===== src/rtl/shiftx_ift_pkg.sv =====
// Shared types and helpers for the pipelined $shiftx IFT cell.
// Optional statistics counters are enabled with SHIFTX_IFT_STATS_EN.
package shiftx_ift_pkg;

    localparam int T_WIDTH_DEF = 32;
    localparam int STAGES_MAX  = 4;
    localparam int STATS_W     = 16;

    typedef logic [T_WIDTH_DEF-1:0] taint_t;

    typedef struct packed {
        logic signed [31:0] idx;
        logic               ok;
    } src_t;

    // Source bit index for output bit k; 32-bit signed arithmetic never wraps for legal widths.
    function automatic src_t calc_src(input int k, input int b_val, input int a_width);
        src_t r;
        r.idx = k + b_val;
        r.ok  = (r.idx >= 0) && (r.idx < a_width);
        return r;
    endfunction

endpackage


===== src/rtl/shiftx_ift_stage.sv =====
// One elastic valid/ready register slice carrying an opaque payload.
// Loads whenever it is empty or its content is being taken downstream.
module shiftx_ift_stage
    import shiftx_ift_pkg::*;
#(
    parameter int W = 8
) (
    input  logic         CLK,
    input  logic         ARST,
    input  logic         in_valid,
    output logic         in_ready,
    input  logic [W-1:0] in_data,
    output logic         out_valid,
    input  logic         out_ready,
    output logic [W-1:0] out_data
);

    logic         valid_reg;
    logic [W-1:0] data_reg;

    assign in_ready  = ~valid_reg | out_ready;
    assign out_valid = valid_reg;
    assign out_data  = data_reg;

    always_ff @(posedge CLK or posedge ARST) begin
        if (ARST) begin
            valid_reg <= 1'b0;
            data_reg  <= '0;
        end else if (in_ready) begin
            valid_reg <= in_valid;
            if (in_valid) begin
                data_reg <= in_data;
            end
        end
    end

endmodule


===== src/rtl/shiftx_ift_pipe.sv =====
// Pipelined $shiftx with taint propagation and out-of-range bit reporting.
// Define SHIFTX_IFT_STATS_EN to add saturating taint_cnt / undef_cnt outputs.
module shiftx_ift_pipe
    import shiftx_ift_pkg::*;
#(
    parameter int A_WIDTH  = 8,
    parameter int B_WIDTH  = 3,
    parameter int Y_WIDTH  = 8,
    parameter int B_SIGNED = 0,
    parameter int T_WIDTH  = 32,
    parameter int STAGES   = 2
) (
    input  logic               CLK,
    input  logic               ARST,
    input  logic               in_valid,
    output logic               in_ready,
    input  logic [A_WIDTH-1:0] A,
    input  logic [B_WIDTH-1:0] B,
    input  logic [T_WIDTH-1:0] A_t,
    input  logic [T_WIDTH-1:0] B_t,
    output logic               out_valid,
    input  logic               out_ready,
    output logic [Y_WIDTH-1:0] Y,
    output logic [Y_WIDTH-1:0] Y_x,
    output logic [T_WIDTH-1:0] Y_t
`ifdef SHIFTX_IFT_STATS_EN
    ,
    output logic [STATS_W-1:0] taint_cnt,
    output logic [STATS_W-1:0] undef_cnt
`endif
);

    localparam int NSTG = (STAGES < 1) ? 1 : ((STAGES > STAGES_MAX) ? STAGES_MAX : STAGES);
    localparam int DW   = 2 * Y_WIDTH + T_WIDTH;

    logic signed [31:0] b_val;
    logic [Y_WIDTH-1:0] y_c;
    logic [Y_WIDTH-1:0] yx_c;
    logic [T_WIDTH-1:0] yt_c;

    generate
        if (B_SIGNED != 0) begin : g_bsigned
            assign b_val = {{(32-B_WIDTH){B[B_WIDTH-1]}}, B};
        end else begin : g_bunsigned
            assign b_val = {{(32-B_WIDTH){1'b0}}, B};
        end
    endgenerate

    genvar gi;
    generate
        for (gi = 0; gi < Y_WIDTH; gi++) begin : g_bit
            src_t sr;
            logic y_bit;
            assign sr = calc_src(gi, b_val, A_WIDTH);
            always_comb begin
                y_bit = 1'b0;
                for (int j = 0; j < A_WIDTH; j++) begin
                    if (sr.ok && (sr.idx == j)) begin
                        y_bit = A[j];
                    end
                end
            end
            assign y_c[gi]  = y_bit;
            assign yx_c[gi] = ~sr.ok;
        end
    endgenerate

    // A's tag only reaches Y if at least one output bit actually comes from A.
    assign yt_c = B_t | ((&yx_c) ? '0 : A_t);

    logic [NSTG:0] stg_valid;
    logic [NSTG:0] stg_ready;
    logic [DW-1:0] stg_data [0:NSTG];

    assign stg_valid[0]    = in_valid;
    assign stg_data[0]     = {y_c, yx_c, yt_c};
    assign in_ready        = stg_ready[0];
    assign stg_ready[NSTG] = out_ready;

    generate
        for (gi = 0; gi < NSTG; gi++) begin : g_stage
            shiftx_ift_stage #(.W(DW)) u_stage (
                .CLK       (CLK),
                .ARST      (ARST),
                .in_valid  (stg_valid[gi]),
                .in_ready  (stg_ready[gi]),
                .in_data   (stg_data[gi]),
                .out_valid (stg_valid[gi+1]),
                .out_ready (stg_ready[gi+1]),
                .out_data  (stg_data[gi+1])
            );
        end
    endgenerate

    assign out_valid = stg_valid[NSTG];
    assign Y         = stg_data[NSTG][DW-1 -: Y_WIDTH];
    assign Y_x       = stg_data[NSTG][T_WIDTH +: Y_WIDTH];
    assign Y_t       = stg_data[NSTG][T_WIDTH-1:0];

`ifdef SHIFTX_IFT_STATS_EN
    logic               out_fire;
    logic [STATS_W-1:0] taint_cnt_reg;
    logic [STATS_W-1:0] undef_cnt_reg;

    assign out_fire  = out_valid & out_ready;
    assign taint_cnt = taint_cnt_reg;
    assign undef_cnt = undef_cnt_reg;

    always_ff @(posedge CLK or posedge ARST) begin
        if (ARST) begin
            taint_cnt_reg <= '0;
            undef_cnt_reg <= '0;
        end else if (out_fire) begin
            if ((Y_t != '0) && (taint_cnt_reg != '1)) begin
                taint_cnt_reg <= taint_cnt_reg + 1'b1;
            end
            if ((Y_x != '0) && (undef_cnt_reg != '1)) begin
                undef_cnt_reg <= undef_cnt_reg + 1'b1;
            end
        end
    end
`endif

endmodule


===== config.mk =====
export PLATFORM = sky130hd
export DESIGN_NAME = shiftx_ift_pipe
export DESIGN_NICKNAME = d
export VERILOG_FILES = /design/src/rtl/shiftx_ift_pkg.sv /design/src/rtl/shiftx_ift_stage.sv /design/src/rtl/shiftx_ift_pipe.sv
export SDC_FILE = /design/constraint.sdc
export NUM_CORES = 1
export LEC_CHECK = 0
export BUFFER_PORTS_ARGS = -buffer_cell sky130_fd_sc_hd__buf_2
export CAP_MARGIN = 20
export CORE_MARGIN = 8
export CORE_UTILIZATION = 35
export DETAILED_ROUTE_END_ITERATION = 16
export HOLD_SLACK_MARGIN = 0.05
export PLACE_DENSITY_LB_ADDON = 0.08
export SYNTH_ARGS = -nofsm -noshare
export SYNTH_HDL_FRONTEND = slang
export SYNTH_SLANG_ARGS = --single-unit

===== constraint.sdc =====
create_clock -name CLK -period 4.65 [get_ports CLK]
set_clock_uncertainty 0.05 [all_clocks]
set_input_delay 0.465 -clock CLK [delete_from_list [all_inputs] [get_ports CLK]]
set_output_delay 0.465 -clock CLK [all_outputs]
set_load 0.01 [all_outputs]

# Yosys cells after proc, flatten, opt, wreduce, memory -nomap -nowiden
# Cells that the tools add are included.
# word_totals
reg_bits	98
latch_bits	0
ram_bits	0
rom_bits	0
inputBits	79
out_inout_bits	50
n_memories	0
# op_classes
n_addsub	7
mul	0
div_mod_pow	0
magnitude_cmp	16
eq_ne	56
shift	0
n_mux	65
n_bitwise	13
n_reduce_logical	83
# op_table
op	count
32-bit zero test	8
4-bit by 3-bit == test with 1-bit output, second input constant	28
1-bit logical AND	72
1-bit two-way mux	64
4-bit by 2-bit == test with 1-bit output, second input constant	14
32-bit two-way mux	1
32-bit OR	1
4-bit by 1-bit == test with 1-bit output, second input constant	7
4-bit by 1-bit >= comparator with 1-bit output, second input constant	7
4-bit < comparator, second input constant	7
3-bit by 3-bit adder with 4-bit output, first input constant	4
3-bit == test, second input constant	4
1-bit inverter	10
2-bit by 3-bit adder with 4-bit output, first input constant	2
8-bit AND reduction	1
3-bit by 2-bit == test with 1-bit output, second input constant	2
1-bit by 3-bit adder with 4-bit output, first input constant	1
3-bit by 4-bit < comparator with 1-bit output, second input constant	1
2-bit AND reduction	2
3-bit by 1-bit == test with 1-bit output, second input constant	1
3-bit by 1-bit >= comparator with 1-bit output, second input constant	1
1-bit OR	2

# Logic depth before layout (Yosys ltp)
# Gate-level depths: netlist of run 1.
# depth
ltp_word	12
ltp_mapped	9
ltp_nobuf	7

# Modules after synthesis
# From an unflattened synthesis of run 1, not the netlist that was laid out.
# unflattened
hier_cells	332
hier_area_um2	4714.5
# by_module_without_submodules
module	n_inst	cells_per_inst	area_per_inst_um2
shiftx_ift_stage	2	106	1915.6
shiftx_ift_pipe	1	120	883.3

# Worst setup path before layout of run 1
# No wires, ideal clock.
# synth_path
path_type	in2reg
from	input port B[1]
to	register g_stage[0].u_stage.data_reg[40]
setup_ns	0.130
t_arrival_ns	1.681
path_slack_ns	2.790
cell_stages	8
path_cell_list	buf_6 > clkinv_1 > nor2_1 > ha_1 > nor2_1 > and4_1 > o31ai_1 > a21oi_1
# synth_between
elab_chain_cells	11
elab_cells_between_ends	27
classes_between	2 x order compare; 7 x eq/ne; 8 x mux; 10 x reduce/logical
# synth_rtl
item	line	source
start, declared	shiftx_ift_pipe.sv:18	input logic [B_WIDTH-1:0] B,
3-bit by 4-bit < comparator with 1-bit output / 3-bit by 1-bit >= comparator with 1-bit output (equally long branches)	shiftx_ift_pkg.sv:20	r.ok = (r.idx >= 0) && (r.idx < a_width);
1-bit logical AND	shiftx_ift_pkg.sv:20	
1-bit logical AND	shiftx_ift_pipe.sv:58	if (sr.ok && (sr.idx == j)) begin
1-bit two-way mux (7 in series)	shiftx_ift_pipe.sv:58	
1-bit two-way mux (*)	shiftx_ift_pipe.sv:58	
end signal, assigned	shiftx_ift_stage.sv:32	data_reg <= in_data;
end, declared	shiftx_ift_stage.sv:19	logic [W-1:0] data_reg;
# Mark *: on every way between the ends. The rest lies on a longest branch, timed or not.
# A chain may end at the register's enable or synchronous reset.

# Worst setup path in the final report of run 1
# Ends and elaborated chain as after synthesis.

==> qor.yml, run 1 <==
status: "finished clean"
dp.cells: 630
crit_fanout: 26
wl_um: 10800
drv_cap: 0
final_common_cell: "buf_2"
nets: 581
final_cell_mix: "buf_2 (127), dfrtp_1 (96), nand2_1 (81)"
syn_area_um2: 4310
leakagePower_nw: 2.58
synth_seq_cells: 96
cp.required_ns: 4.82
avgViaCountPerCell: 5.00
start_util: 0.359
crit_type: "in -> reg"
numPortBuffers: 127
synth.avg_cell_area_um2: 11.4
fin_crit_ns: 2.22
drt_iter0_drc: 145
grt_overflow: 0
hold_viol: 0
clk_pin_slew_ns: 0.06
clockBufferDepth: 2
synth.distinct_cells: 50
clk_latency_ns: 0.34
final_cells: 647
yosysWarnings: 0
cp-end-kind: "flip-flop"
synthTopCellsByArea: "dfrtp_1 (56%), mux2_2 (13%), nand2_1 (7.2%)"
hp-class: "in -> async"
critPathLaunchType: "primary input"
drive_above_1_share: 0.404
antenna_left: 0
postCtsSetupRepairBufs: 0
wl_per_cell_um: 16.7
drt-pass1-iter-count: 4
drc: 0
finalSetupTns_ns: 0
dp_hpwl_um: 7490
die_area_um2: 16100
cts_resized: 0
die_height_um: 127
grt_max_degree: 57
cts_made_buffers: 9
grt_pass1_wl_um: 17500
antenna_found_initial: 0
synth_fp_nets: 463
setup_violations: 0
die_x_um: 127
rsz0062_at_grt: "false"
place.gp.congestion: 0.851
ir_drop_v: 0.000172
synth-edff-count: 0
yosys.area.top_type: "dfrtp_1"
ios: 129
cts_tree: "built"
grt_pass1_vias: 3380
power_density_nw_per_um2: 434
clock.fmax_ghz: 0.451
ff2ff_setup_slack_ns: 2.62
core-area_um2: 12000
std_cell_rows: 40
synth_async_sr_flop_share: 1.00
relSlewSlack: 0.496
final.period_utilization: 0.477
cts.sinks: 96
synth_top_area_frac: 0.557
whs_ns: 0.200
cp.arrival_ns: 2.39
grtUsageTotal: 0.137
ctsRootBufferMaster: "clkbuf_16"
diodes: 0
timing.final.ws_setup_ns: 2.43
hold_buffers: 0
synth_cells: 377
p_total_mw: 2.31
seq_area_frac_synth: 0.557
post-place-ws_ns: 2.07
synthFlopType: "dfrtp_1"
area_growth_pct: 23.6
final-max-slew-violation-count: 0
worstMarginPinSlew_ns: 0.756
h-tree-depth: 3
vias: 3237
==> cell usage after synthesis (2+ instances only) <==
cell type,n
buf_4,5
inv_1,5
ha_1,7
o211ai_1,2
nand3b_1,3
o31ai_1,2
mux2_1,2
a31oi_1,4
nand2_1,83
o21ai_1,5
dfrtp_1,96
nand2b_1,5
nand3_1,2
mux2i_1,6
buf_6,2
buf_2,9
nor2_1,9
a311oi_1,2
clkbuf_1,4
a21oi_1,8
mux2_2,48
buf_1,2
mux4_2,3
o21ai_0,37
==> critical path, stage by stage <==
cell and delay, ns:
buf_2 0.43, clkinv_1 0.43, nor2_1 0.24, ha_1 0.23
nor2_1 0.07, and4_1 0.20, o31ai_1 0.22, a21oi_1 0.09
==> cell families after synthesis <==
| group | synth area share |
|---|---|
| DFF | 0.557 |
| AOI/OAI and AO/OA | 0.106 |
| and+or+nand+nor | 0.105 |
| adders and majority gates | 0.0203 |
| muxes | 0.166 |
| other | 0.000870 |
| buffers and inverters | 0.0438 |
==> state kept, by name (all words and copies together) (netlist names) <==
register / count
g_stage.u_stage.out_valid: 2
g_stage.u_stage.out_data: 94
==> power breakdown <==
part | total, mW | internal (mW) | switching, mW | leakage (nW)
Sequential | 1.07 | 0.994 | 0.0770 | 1.13
Clock | 0.750 | 0.447 | 0.303 | 0.143
Combinational | 0.490 | 0.234 | 0.256 | 1.30
Total | 2.31 | 1.68 | 0.636 | 2.58
==> per-layer routing <==
layer  wire length, um  track usage  vias up
li1                  -            -     1545
met1              4580        0.167     1568
met2              5190        0.221      112
met3               841       0.0433       12
met4               171       0.0546        0
met5                 0            0        -
==> path summary, 6_finish.rpt <==
check                                                start                         endpoint  depth (start not counted)
hold / removal                                        ARST  g_stage[0].u_stage.out_data[11]                          2
max in group asynchronous                             ARST  g_stage[0].u_stage.out_data[18]                          3
min in group CLK                                   B_t[29]  g_stage[0].u_stage.out_data[29]                          3
setup / recovery                                      B[1]  g_stage[0].u_stage.out_data[40]                          8
hold reg to reg            g_stage[0].u_stage.out_data[26]  g_stage[0].u_stage.out_data[26]                          2
setup reg to reg              g_stage[1].u_stage.out_valid  g_stage[0].u_stage.out_data[43]                          5
==> cell type report <==
class | count | area [um2]
well taps | 147 | 184
inverters | 7 | 28.8
multi-input cells | 250 | 1730
clock inverters | 2 | 37.5
clock buffers | 14 | 264
flip-flops and latches | 96 | 2400
repair buffers | 131 | 686
fillers | 1192 | 6680
==> per-stage QoR <==
stage          area (um2)   util
2_1_floorplan        4310      -
3_3_place_gp         5000  0.416
3_5_place_dp         5000  0.416
4_1_cts              5300  0.441
5_1_grt              5330  0.444
6_report             5330  0.444
Note: power is estimated with default switching activity, not from simulation.
==> run 2: changes to the inputs <==
==> constraint.sdc (replaced) <==
create_clock -name CLK -period 2 [get_ports CLK]
set_clock_uncertainty 0.05 [all_clocks]
set_input_delay 0.2 -clock CLK [delete_from_list [all_inputs] [get_ports CLK]]
set_output_delay 0.2 -clock CLK [all_outputs]
set_load 0.01 [all_outputs]
==> qor.yml, run 2 (same netlist as run 1, synthesis figures left out) <==
cts_made_buffers: 9  # unchanged
hold_viol: 0  # unchanged
critPathLaunchType: "flip-flop"  # was primary input
dp_hpwl_um: 7670  # was 7490 um
crit_start: "g_stage[0].u_stage.out_valid"  # was B[1]
vias: 3392  # was 3237
h-tree-depth: 3  # unchanged
final-max-slew-violation-count: 0  # unchanged
min_from: "B_t[7]"
drc: 0  # unchanged
postCtsSetupRepairBufs: 0  # unchanged
std_cell_rows: 40  # unchanged
finalSetupTns_ns: 0  # unchanged
clkPwrFrac: 0.316  # was 0.324
start_util: 0.359  # unchanged
hp-class: "in -> reg"  # was in -> async
clk_pin_slew_ns: 0.06  # about the same
crit_fanout: 13  # was 26
min_to: "g_stage[0].u_stage.out_data[7]"
final_common_cell: "buf_2"  # unchanged
fin_crit_ns: 1.85
drt-pass1-iter-count: 4  # unchanged
largest_reg_flops: 94  # unchanged
grtUsageTotal: 0.141  # was 0.137
cp-end-kind: "flip-flop"  # unchanged
diodes: 0  # unchanged
final.period_utilization: 0.923
reg2regPathDepth: 6  # was 5
antenna_found_initial: 0  # unchanged
wl_met1_um: 4920  # was 4580 um
final_area_um2: 5720  # was 5330 um2
die_height_um: 127  # unchanged
clk_latency_ns: 0.33  # was 0.34 ns
drv_cap: 0  # unchanged
wl_per_cell_um: 16.0  # was 16.7 um
post-place-ws_ns: 0.378  # was 2.07 ns
sequentialPowerShare: 0.461  # was 0.463
highest_layer: "met4"  # unchanged
hold_depth: 3
area_growth_pct: 32.6  # was 23.6%
numPortBuffers: 127  # unchanged
place.gp.congestion: 0.812  # was 0.851
nets: 621  # was 581
intPower_mw: 3.95  # was 1.68 mW
rsz0062_at_grt: "false"  # unchanged
grt_pass1_vias: 3509  # was 3380
timing.final.ws_setup_ns: 0.154  # was 2.43 ns
cp.required_ns: 2.17  # was 4.82 ns
final_cell_mix: "buf_2 (127), dfrtp_1 (96), nand2_1 (81)"  # unchanged
avgViaCountPerCell: 4.94  # was 5.00
drive_above_1_share: 0.391  # was 0.404
ctsRootBufferMaster: "clkbuf_16"  # unchanged
antenna_left: 0  # unchanged
status: "finished clean"  # unchanged
core-area_um2: 12000  # unchanged
grt_max_degree: 97  # was 57
cp.arrival_ns: 2.02  # was 2.39 ns
pwr-share-comb: 0.223  # was 0.212
worstMarginPinSlew_ns: 0.543  # was 0.756 ns
clock.fmax_ghz: 0.542
dr_wl_met2_um: 5110  # was 5190 um
wl_um: 10900  # was 10800 um
setup_violations: 0  # unchanged
relSlewSlack: 0.638  # was 0.496
nFillCells: 1141  # was 1192
r2r-start: "g_stage[0].u_stage.out_valid"  # was g_stage[1].u_stage.out_valid
r2r_end: "g_stage[0].u_stage.out_data[13]"  # was g_stage[0].u_stage.out_data[43]
ios: 129  # unchanged
die_x_um: 127  # unchanged
clockBufferDepth: 2  # unchanged
cts.sinks: 96  # unchanged
grt_overflow: 0  # unchanged
ir_drop_v: 0.000359  # was 0.000172 V
ff2ff_setup_slack_ns: 0.15  # was 2.62 ns
drt_iter0_drc: 272  # was 145
wl_met3_um: 736  # was 841 um
p_sw_frac: 0.270  # was 0.275
crit_type: "reg -> reg"  # was in -> reg
leakagePower_nw: 2.74  # was 2.58 nW
grt_pass1_wl_um: 18200  # was 17500 um
cts_tree: "built"  # unchanged
switching_power_mw: 1.46  # was 0.636 mW
die_area_um2: 16100  # unchanged
power_density_nw_per_um2: 948  # was 434 nW/um2
dpl_cell_area_um2: 5090  # was 5000 um2
[run 2: changes by cell type in the layout (fill, tap and decap cells not counted), sizes merged]
| cell | change |
|---|---|
| inv | -1 |
| buf | +8 |
| clkinv | +1 |
| dlygate4sd3 | +32 |
| clkbuf | -1 |
[run 2: metal layers]
metal,global-route usage,vias to the layer above
li1,-,1627
met1,0.182,1644
met2,0.218,106
met3,0.0391,15
met4,0.0567,0
met5,0,-
[run 2: what timing repair did]
| action | in CTS | in global routing |
|---|---|---|
| hold buffers | 32 | 0 |
| setup endpoints to repair | 0 | 8 |
| hold endpoints to repair | 115 | 0 |
| resized for setup | 0 | 2 |
[run 2: final cells by class]
class	instances	area [um2]	area share
clock buffers	13	260	0.0455
clock inverters	2	38.8	0.00678
inverters	7	30.0	0.00525
multi-input cells	250	1730	0.302
flip-flops and latches	96	2400	0.420
well taps	147	184	0.0322
repair buffers	171	1070	0.188
[run 2: worst max-delay path by stage]
stage / endpoint / slack, ns
finish: g_stage[0].u_stage.out_data[13] / 0.15
global route: g_stage[0].u_stage.out_data[13] / 0.02
CTS: g_stage[0].u_stage.out_data[23] / 0.07
detailed placement: g_stage[0].u_stage.out_data[45] / 0.38
global placement: g_stage[0].u_stage.out_data[40] / 0.40
floorplan: g_stage[0].u_stage.out_data[40] / 0.40
[run 2: power by group through the flow]
stage          clock [mW]  combinational, mW  sequential [mW]
2_1_floorplan           0              0.575             2.62
3_3_place_gp            0               1.16             2.52
3_5_place_dp            0               1.18             2.54
4_1_cts              1.79               1.24             2.50
5_1_grt              1.86               1.35             2.55
6_report             1.71               1.21             2.50
[run 2: through the flow]
step | hold slack [ns] | util | power (mW) | cells
after floorplan | 0.258 | - | 3.19 | 377
after global placement | 0.343 | 0.424 | 3.68 | 639
after detailed placement | 0.346 | 0.424 | 3.72 | 639
after CTS | 0.0507 | 0.476 | 5.53 | 686
after global routing | 0.0664 | 0.476 | 5.75 | 686
final | 0.0620 | 0.476 | 5.42 | 686
[run 2: worst max-delay path, cell delays in order, from the launching register on]
cell and delay (ns):
dfrtp_1 0.38, nand3b_2 0.14, and2_2 0.27, buf_4 0.20, o21ai_0 0.08, dlygate4sd3_1 0.56
nand2_1 0.05
==> run 3: changes to the inputs <==
--- a/config.mk
+++ b/config.mk
@@ -7,6 +7,8 @@
 export LEC_CHECK = 0
 export BUFFER_PORTS_ARGS = -buffer_cell sky130_fd_sc_hd__buf_2
 export CAP_MARGIN = 20
+export CELL_PAD_IN_SITES_DETAIL_PLACEMENT = 0
+export CELL_PAD_IN_SITES_GLOBAL_PLACEMENT = 1
 export CORE_MARGIN = 8
 export CORE_UTILIZATION = 35
 export DETAILED_ROUTE_END_ITERATION = 16
==> qor.yml, run 3 (same netlist as run 1, synthesis figures left out) <==
max_stage_delay_ns: 0.57  # was 0.56 ns
critical-path-slowest-cell: "dlygate4sd3_1"  # unchanged
ir_drop_v: 0.000403  # was 0.000359 V
post-place-ws_ns: 0.349  # was 0.378 ns
area_growth_pct: 34.6  # was 32.6%
cp_cell_sequence: "nand3b_2 -> and2_2 -> buf_4 -> o21ai_0 -> dlygate4sd3_1 -> nand2_1"  # unchanged
final_common_cell: "buf_2"  # unchanged
clockBufferDepth: 2  # unchanged
grt_max_degree: 37  # was 97
antenna_found_initial: 0  # unchanged
antenna_left: 0  # unchanged
crit_fanout: 8  # was 13
worstMarginPinSlew_ns: 0.751  # was 0.543 ns
cp_top_family: "buffers and inverters"  # unchanged
drt_iter0_drc: 178  # was 272
hp-class: "in -> reg"  # unchanged
final.period_utilization: 0.902  # was 0.923
dp.cells: 639  # unchanged
cts.sinks: 96  # unchanged
r2r-start: "g_stage[1].u_stage.out_valid"  # was g_stage[0].u_stage.out_valid
status: "finished clean"  # unchanged
cp.arrival_ns: 1.99  # was 2.02 ns
cp.required_ns: 2.19  # was 2.17 ns
power_density_nw_per_um2: 928  # was 948 nW/um2
clk_pin_slew_ns: 0.06  # about the same
ff2ff_setup_slack_ns: 0.20  # was 0.15 ns
grt_pass1_wl_um: 18400  # was 18200 um
avgViaCountPerCell: 4.90  # was 4.94
final_area_um2: 5800  # was 5720 um2
vias: 3413  # was 3392
largest_reg_flops: 94  # unchanged
leakagePower_nw: 2.78  # was 2.74 nW
hold_viol: 0  # unchanged
cts_tree: "built"  # unchanged
clk_latency_ns: 0.34  # was 0.33 ns
core-area_um2: 12000  # unchanged
wl_per_cell_um: 16.2  # was 16.0 um
final-max-slew-violation-count: 0  # unchanged
grtUsageTotal: 0.144  # was 0.141
drc: 0  # unchanged
final_cell_mix: "buf_2 (127), dfrtp_1 (96), nand2_1 (81)"  # unchanged
grt_overflow: 0  # unchanged
die_area_um2: 16100  # unchanged
min_from: "A_t[21]"  # was B_t[7]
timing.final.ws_setup_ns: 0.196  # was 0.154 ns
drt-pass1-iter-count: 4  # unchanged
min_to: "g_stage[0].u_stage.out_data[21]"  # was g_stage[0].u_stage.out_data[7]
finalSetupTns_ns: 0  # unchanged
rsz0062_at_grt: "false"  # unchanged
setup_violations: 0  # unchanged
drv_cap: 0  # unchanged
place.gp.congestion: 0.824  # was 0.812
crit_buf_inv: 2  # unchanged
fin_crit_ns: 1.80  # was 1.85 ns
grt_pass1_vias: 3651  # was 3509
multi_input_area_um2: 1730  # unchanged
r2r_end: "g_stage[0].u_stage.out_data[11]"  # was g_stage[0].u_stage.out_data[13]
crit_type: "reg -> reg"  # unchanged
wl_um: 11300  # was 10900 um
cts_made_buffers: 9  # unchanged
ios: 129  # unchanged
drive_above_1_share: 0.387  # was 0.391
nets: 631  # was 621
reg2regPathDepth: 6  # unchanged
hold_depth: 3  # unchanged
dpl_cell_area_um2: 5090  # unchanged
final_cells: 697  # was 686
cp-end-kind: "flip-flop"  # unchanged
nFillCells: 1141  # unchanged
clock.fmax_ghz: 0.554  # was 0.542 GHz
std_cell_rows: 40  # unchanged
diodes: 0  # unchanged
layout.area.seq_um2: 2400  # unchanged
relSlewSlack: 0.498  # was 0.638
die_x_um: 127  # unchanged
die_height_um: 127  # unchanged
numPortBuffers: 127  # unchanged
ctsRootBufferMaster: "clkbuf_16"  # unchanged
h-tree-depth: 3  # unchanged
critPathLaunchType: "flip-flop"  # unchanged
start_util: 0.359  # unchanged
dp_hpwl_um: 7870  # was 7670 um
run 3: cell type report:
| type | instances | area share |
|---|---|---|
| multi-input combinational | 250 | 0.298 |
| timing repair buffer | 181 | 0.202 |
| sequential | 96 | 0.414 |
| tap | 147 | 0.0317 |
| inverter | 7 | 0.00517 |
| clock inverter | 6 | 0.0103 |
| clock buffer | 10 | 0.0395 |
run 3: power breakdown:
| part | switching [mW] | internal [mW] |
|---|---|---|
| combinational | 0.603 | 0.611 |
| sequential | 0.179 | 2.31 |
| clock | 0.719 | 0.962 |
run 3: tightest hold or removal path, delay by kind of cell:
family	cells	cell delay, ns
AO/OA/AOI/OAI	1	0.08
buffers and inverters	1	0.07
AND/OR/NAND/NOR	1	0.06
run 3: timing repair:
action,in CTS,in global routing
endpoints found under the hold margin,55,0
endpoints found under the setup margin,0,1
hold buffers,42,0
setup buffers,0,0
gates resized for setup,0,1
run 3: worst max-delay path by stage:
stage	from	to	depth (start not counted)
floorplan	B[1]	g_stage[0].u_stage.out_data[40]	8
global placement	B[2]	g_stage[0].u_stage.out_data[40]	7
detailed placement	B[1]	g_stage[0].u_stage.out_data[47]	6
CTS	g_stage[1].u_stage.out_valid	g_stage[0].u_stage.out_data[12]	6
global route	g_stage[1].u_stage.out_valid	g_stage[0].u_stage.out_data[11]	6
finish	g_stage[1].u_stage.out_valid	g_stage[0].u_stage.out_data[11]	6
run 3: per-layer routing:
| layer | vias up | GRT usage | share of wire |
|---|---|---|---|
| met4 | 0 | 0.0665 | 0.016 |
| li1 | 1652 | - | - |
| met3 | 12 | 0.0362 | 0.062 |
| met2 | 96 | 0.226 | 0.47 |
| met1 | 1653 | 0.184 | 0.46 |
| met5 | - | 0 | 0 |
run 3: metrics by stage:
stage / hold slack, ns / utilization / power (mW)
finish: 0.0582 / 0.483 / 5.39
global route: 0.0568 / 0.483 / 5.71
CTS: 0.0507 / 0.483 / 5.49
detailed placement: 0.317 / 0.424 / 3.71
global placement: 0.313 / 0.424 / 3.69
floorplan: 0.258 / - / 3.19
